$ cat src/rtl/time_set_ctrl.sv
// time_set_ctrl: debounced MODE/INC buttons step run/set-hours/set-minutes and load next time into digit counters
module time_set_ctrl #(
    parameter int DB_CYCLES = 20000,
    parameter int CNT_W     = 16
) (
    input  logic       Clk,
    input  logic       Clr,
    input  logic       Btn_Mode,
    input  logic       Btn_Inc,
    input  logic [3:0] Hr_T,
    input  logic [3:0] Hr_U,
    input  logic [3:0] Min_T,
    input  logic [3:0] Min_U,
    output logic [3:0] Load,
    output logic [3:0] Dat_HT,
    output logic [3:0] Dat_HU,
    output logic [3:0] Dat_MT,
    output logic [3:0] Dat_MU,
    output logic       Setting,
    output logic [1:0] Field
);
    localparam logic [1:0] RUN     = 2'b00;
    localparam logic [1:0] SET_HR  = 2'b01;
    localparam logic [1:0] SET_MIN = 2'b10;
    localparam logic [CNT_W-1:0] DB = CNT_W'(DB_CYCLES);

    // bit 1 = mode button, bit 0 = inc button
    logic [1:0] sync1_q, sync2_q, lvl_q, lvl_d, lvl_dly_q, press;
    logic [CNT_W-1:0] cnt_q [2];
    logic [CNT_W-1:0] cnt_d [2];
    logic [1:0] state_q, state_d;
    logic [3:0] load_q, load_d, dat_ht_q, dat_ht_d, dat_hu_q, dat_hu_d, dat_mt_q, dat_mt_d, dat_mu_q, dat_mu_d;
    logic       h_ok, m_ok, inc_go;
    logic [4:0] h_sum, h_nxt;
    logic [5:0] m_sum, m_nxt;

    always_comb begin
        for (int b = 0; b < 2; b++) begin
            lvl_d[b] = lvl_q[b];
            cnt_d[b] = '0;
            if (sync2_q[b] != lvl_q[b]) begin
                if (cnt_q[b] == DB) lvl_d[b] = ~lvl_q[b];
                else cnt_d[b] = cnt_q[b] + 1'b1;
            end
        end
    end

    assign press = lvl_q & ~lvl_dly_q;

    // out-of-range digits restart the field at 00
    always_comb begin
        h_ok  = Hr_T <= 4'd2 && Hr_U <= 4'd9 && !(Hr_T == 4'd2 && Hr_U > 4'd3);
        m_ok  = Min_T <= 4'd5 && Min_U <= 4'd9;
        h_sum = 5'(Hr_T) * 5'd10 + 5'(Hr_U) + 5'd1;
        m_sum = 6'(Min_T) * 6'd10 + 6'(Min_U) + 6'd1;
        h_nxt = (!h_ok || h_sum == 5'd24) ? 5'd0 : h_sum;
        m_nxt = (!m_ok || m_sum == 6'd60) ? 6'd0 : m_sum;
    end

    always_comb begin
        inc_go   = press[0] & ~press[1];
        state_d  = press[1] ? (state_q == SET_MIN ? RUN : state_q + 2'd1) : state_q;
        load_d   = !inc_go ? 4'b0000 : state_q == SET_HR ? 4'b1100 : state_q == SET_MIN ? 4'b0011 : 4'b0000;
        dat_ht_d = load_d[3] ? 4'(h_nxt / 5'd10) : dat_ht_q;
        dat_hu_d = load_d[2] ? 4'(h_nxt % 5'd10) : dat_hu_q;
        dat_mt_d = load_d[1] ? 4'(m_nxt / 6'd10) : dat_mt_q;
        dat_mu_d = load_d[0] ? 4'(m_nxt % 6'd10) : dat_mu_q;
    end

    always_ff @(posedge Clk or negedge Clr) begin
        if (!Clr) begin
            sync1_q   <= '0;
            sync2_q   <= '0;
            lvl_q     <= '0;
            lvl_dly_q <= '0;
            cnt_q     <= '{default: '0};
            state_q   <= RUN;
            load_q    <= '0;
            dat_ht_q  <= '0;
            dat_hu_q  <= '0;
            dat_mt_q  <= '0;
            dat_mu_q  <= '0;
        end else begin
            sync1_q   <= {Btn_Mode, Btn_Inc};
            sync2_q   <= sync1_q;
            lvl_q     <= lvl_d;
            lvl_dly_q <= lvl_q;
            cnt_q     <= cnt_d;
            state_q   <= state_d;
            load_q    <= load_d;
            dat_ht_q  <= dat_ht_d;
            dat_hu_q  <= dat_hu_d;
            dat_mt_q  <= dat_mt_d;
            dat_mu_q  <= dat_mu_d;
        end
    end

    assign Load    = load_q;
    assign Dat_HT  = dat_ht_q;
    assign Dat_HU  = dat_hu_q;
    assign Dat_MT  = dat_mt_q;
    assign Dat_MU  = dat_mu_q;
    assign Field   = state_q;
    assign Setting = state_q != RUN;
endmodule

$ cat config.mk
export PLATFORM = sky130hd
export DESIGN_NAME = time_set_ctrl
export DESIGN_NICKNAME = d
export VERILOG_FILES = /design/src/rtl/time_set_ctrl.sv
export SDC_FILE = /design/constraint.sdc
export NUM_CORES = 1
export LEC_CHECK = 0
export BUFFER_PORTS_ARGS = -buffer_cell sky130_fd_sc_hd__buf_2
export CAP_MARGIN = 20
export CELL_PAD_IN_SITES_DETAIL_PLACEMENT = 1
export CELL_PAD_IN_SITES_GLOBAL_PLACEMENT = 1
export CORE_UTILIZATION = 50
export CTS_BUF_LIST = sky130_fd_sc_hd__clkbuf_4 sky130_fd_sc_hd__clkbuf_8
export DETAILED_ROUTE_END_ITERATION = 10
export PLACE_DENSITY_LB_ADDON = 0.08
export SYNTH_ARGS = -nofsm -noshare
export SYNTH_HDL_FRONTEND = slang
export SYNTH_SLANG_ARGS = --single-unit
$ cat constraint.sdc
create_clock -name Clk -period 3.2 [get_ports Clk]
set_input_delay 0.16 -clock Clk [delete_from_list [all_inputs] [get_ports Clk]]
set_output_delay 0.16 -clock Clk [all_outputs]
set_load 0.02 [all_outputs]
==> run metrics <==
routed via count divided by cell count=5.564; Primary FF master, synth=dfrtp_1; Worst-path clk slew=0.07 ns; failing checks=setup timing; Max Freq=a little over 0.3 GHz; Post-synth EDFFs=0; Post-Syn Area=3450 µm²; Hold Path Sink=Dat_MU[0]$_DFFE_PN0P_; Worst Skew=approximately 0.0098 ns; drt first pass iters=4; drt wl/cell=~18 µm; fin crit share=101.1%; core area=6495 µm²; CP max stage delay=about 0.38 ns; R2R Path Start=lvl_q[1]$_DFFE_PN0P_; syn_area_per_cell=a little under 10 µm²; post-synthesis xor/xnor area fraction=12.59%; initial antenna violation count=0; R2R Setup Slk=1.34 ns; layout cells sized above 1=28.70%; CTS H-tree depth=3; critical path required time=3.46 ns; Routed Antenna Nets=0; total power=0.001902 W; largest net degree at the start of global routing=34; Syn. warnings=0; largest family of logic cells by synthesized area=simple AND/OR/NAND/NOR gates; diode count=0; PwrDens=approximately 440 nW/µm²; filler instances=around 740; CTS Buf Count=9; slew of the pin with the lowest slew margin=0.7367 ns; status=finished, violations left; Cell variety after synth=58; Mapped Cells=351; Die Width=85.06 µm; compound-cell area share of the yosys netlist=11.03%; CTS root buf=clkbuf_8; Critical Path End Type=flip-flop; Adder-Cell Fraction of Synth Area=9.830%; Vias=2871; crit-path max FO=4; routability-driven placement congestion ratio=0.7468; share of the synthesized area in the top cell type=41.35%; CP startpoint kind=primary input; Final Max Slew Viols=0; vias in the first global route=3049; gr usage total=between 20 and 25%; relative slew slack=50.89%; io pins=43; largest cells by area after synthesis=dfrtp_1 41%, ha_1 8.3%, xnor2_1 5.6%; Worst Hold Path Cells=3; Critical Path Slowest Stage Cell=mux2_2; Worst Hold Slack=0.1517 ns; final WL=9062 µm; final setup TNS=-0.03678 ns; post-synthesis sequential area ratio=about 41%; Seq cells post-synth=57; Leakage=approximately 2.1 nW; Fin. Hold Viols=0; port bufs=39; DIE AREA=7235 µm²; Max Root-Sink Buffers=2; area leader, netlist=dfrtp_1; first-pass GRT wire length=between 10000 and 15000 µm; simple-gate share of the synthesized area=between 15 and 20%; MaxCap Viol Count=0; top cell family by delay on the critical path=adder cells; initial DRC count=73; GRT Residual Overflow=0; minimum clock period=between 3 and 4 ns; CTS tree=built; synth-to-layout area growth=24.52%; Worst VDD drop=0.1889 mV; drt drc=0; die height=85.06 µm; CP arrival=3.50 ns; CP bufs+invs=3; proportion of synthesized area in mux cells=roughly 2.7%; FF-to-FF End=Dat_HT[0]$_DFFE_PN0P_; Clk Latency, worst-skew pair=0.33 ns; WS Path Type=primary input to flip-flop; Final setup violation count=1; nets=480; Starting Density=a little over half; reg2reg path depth=5; worst path cell trace=buf_2 -> ha_4 -> ha_4 -> nand2_2 -> o21ai_2 -> xor2_2 -> nand4_1 -> o21ai_2 -> inv_1 -> nand2_1 -> ha_1 -> inv_1 -> a41oi_2 -> o211a_1 -> maj3_2 -> o211ai_4 -> mux2_2 -> o21ai_1; clock sink count=57; row count=29; slack of the critical path=-0.03678 ns; dpl hpwl=6309 µm; FFs w/ async S/R, synth=100.0%; origin of the worst min-delay path=Min_U[0]; Hold Crit Class=primary input to flip-flop
[synthesized netlist by cell type (all sizes together), types with 2 or more instances]
library cell   n
a211oi         2
a21o           5
a21oi         10
a31o           2
a41oi          2
and3          12
buf            5
clkbuf         4
dfrtp         57
fa             2
ha            23
inv           22
mux2           7
nand2         26
nand2b         4
nand3         15
nand3b         3
nand4          9
nor2          47
nor3           2
nor4b          4
o211ai         2
o21a           2
o21ai         10
o31ai          5
or2            3
xnor2         24
xor2          23
[routing by layer]
layer / share of wire, % / global-route usage (%) / vias to the layer above
met2: 55 / 45.75 / 46
met3: 2.1 / 3.502 / 26
met5: 0 / 0 / -
met4: 3.5 / 11.25 / 0
li1: - / - / 1365
met1: 40 / 27.91 / 1434
[tightest hold or removal path, stage by stage]
cell and delay [ns]:
buf_2 0.10, buf_4 0.12, o31ai_1 0.07
[cell families (layout without fill, tap and decap cells)]
| family | count (synthesis) | count (layout) |
|---|---|---|
| xor+xnor | 47 | 47 |
| mux | 8 | 8 |
| fa+ha+maj | 26 | 26 |
| buf+inv | 31 | 117 |
| simple gates | 130 | 130 |
| flops | 57 | 57 |
| other cells | 1 | 3 |
| compound gates | 51 | 51 |
[power by group]
| group | switching (W) | internal, W | total, W |
|---|---|---|---|
| Clock | 0.000276 | 0.000404 | 0.000679 |
| Combinational | 0.000258 | 0.000224 | 0.000482 |
| Sequential | 0.00000976 | 0.000730 | 0.000740 |
[registers in the layout, indices dropped and copies added (netlist names), 3 cells and up]
signal / count
Dat_HU: 4
cnt_q: 32
Dat_MU: 4
Dat_MT: 3
[cells in the final DEF (no fill, tap or decap), types with 15 or more instances in the layout]
cell type,instances
nand3_1,15
buf_2,39
inv_1,22
dfrtp_1,57
nand2_1,25
buf_4,38
xor2_1,22
xnor2_1,21
nor2_1,47
ha_1,19
[layout make-up]
type                    instances  area (µm²)  share of cell area, %
flip-flops and latches         57        1426                  33.21
multi-input cells             265        1981                  46.11
repair buffers                 80       510.5                  11.88
clock buffers                  12       158.9                  3.699
clock inverters                 3       40.04                 0.9321
inverters                      22       82.58                  1.923
well taps                      77       96.34                  2.243
[metrics by stage]
| stage | setup WS (ns) | cells | cell area (µm²) | utilization [%] |
|---|---|---|---|---|
| global placement | -0.04492 | 494 | 4010 | 61.74 |
| floorplan | -0.04038 | 353 | 3516 | - |
| CTS | 0.08915 | 512 | 4239 | 65.27 |
| finish | -0.03678 | 516 | 4295 | 66.13 |
| detailed placement | -0.2103 | 494 | 4010 | 61.74 |
| global route | -0.1630 | 516 | 4295 | 66.13 |
[worst max path at each step]
stage	slack (ns)	depth (start not counted)	endpoint	from
final	-0.04	18	Dat_MU[2]$_DFFE_PN0P_	Min_T[0]
after global routing	-0.16	18	Dat_MU[2]$_DFFE_PN0P_	Min_T[0]
after CTS	0.09	18	Dat_MU[2]$_DFFE_PN0P_	Min_T[0]
after detailed placement	-0.21	18	Dat_MU[2]$_DFFE_PN0P_	Min_T[0]
after global placement	-0.04	17	Dat_MU[2]$_DFFE_PN0P_	Min_T[0]
after floorplan	-0.04	16	Dat_MU[2]$_DFFE_PN0P_	Min_T[2]
[what timing repair did]
action,in CTS,in global routing
setup buffers,0,4
hold endpoints to repair,34,0
hold buffers,3,0
endpoints found under the setup margin,0,6
resized for setup,0,6
Note: power is estimated with default switching activity, not from simulation.
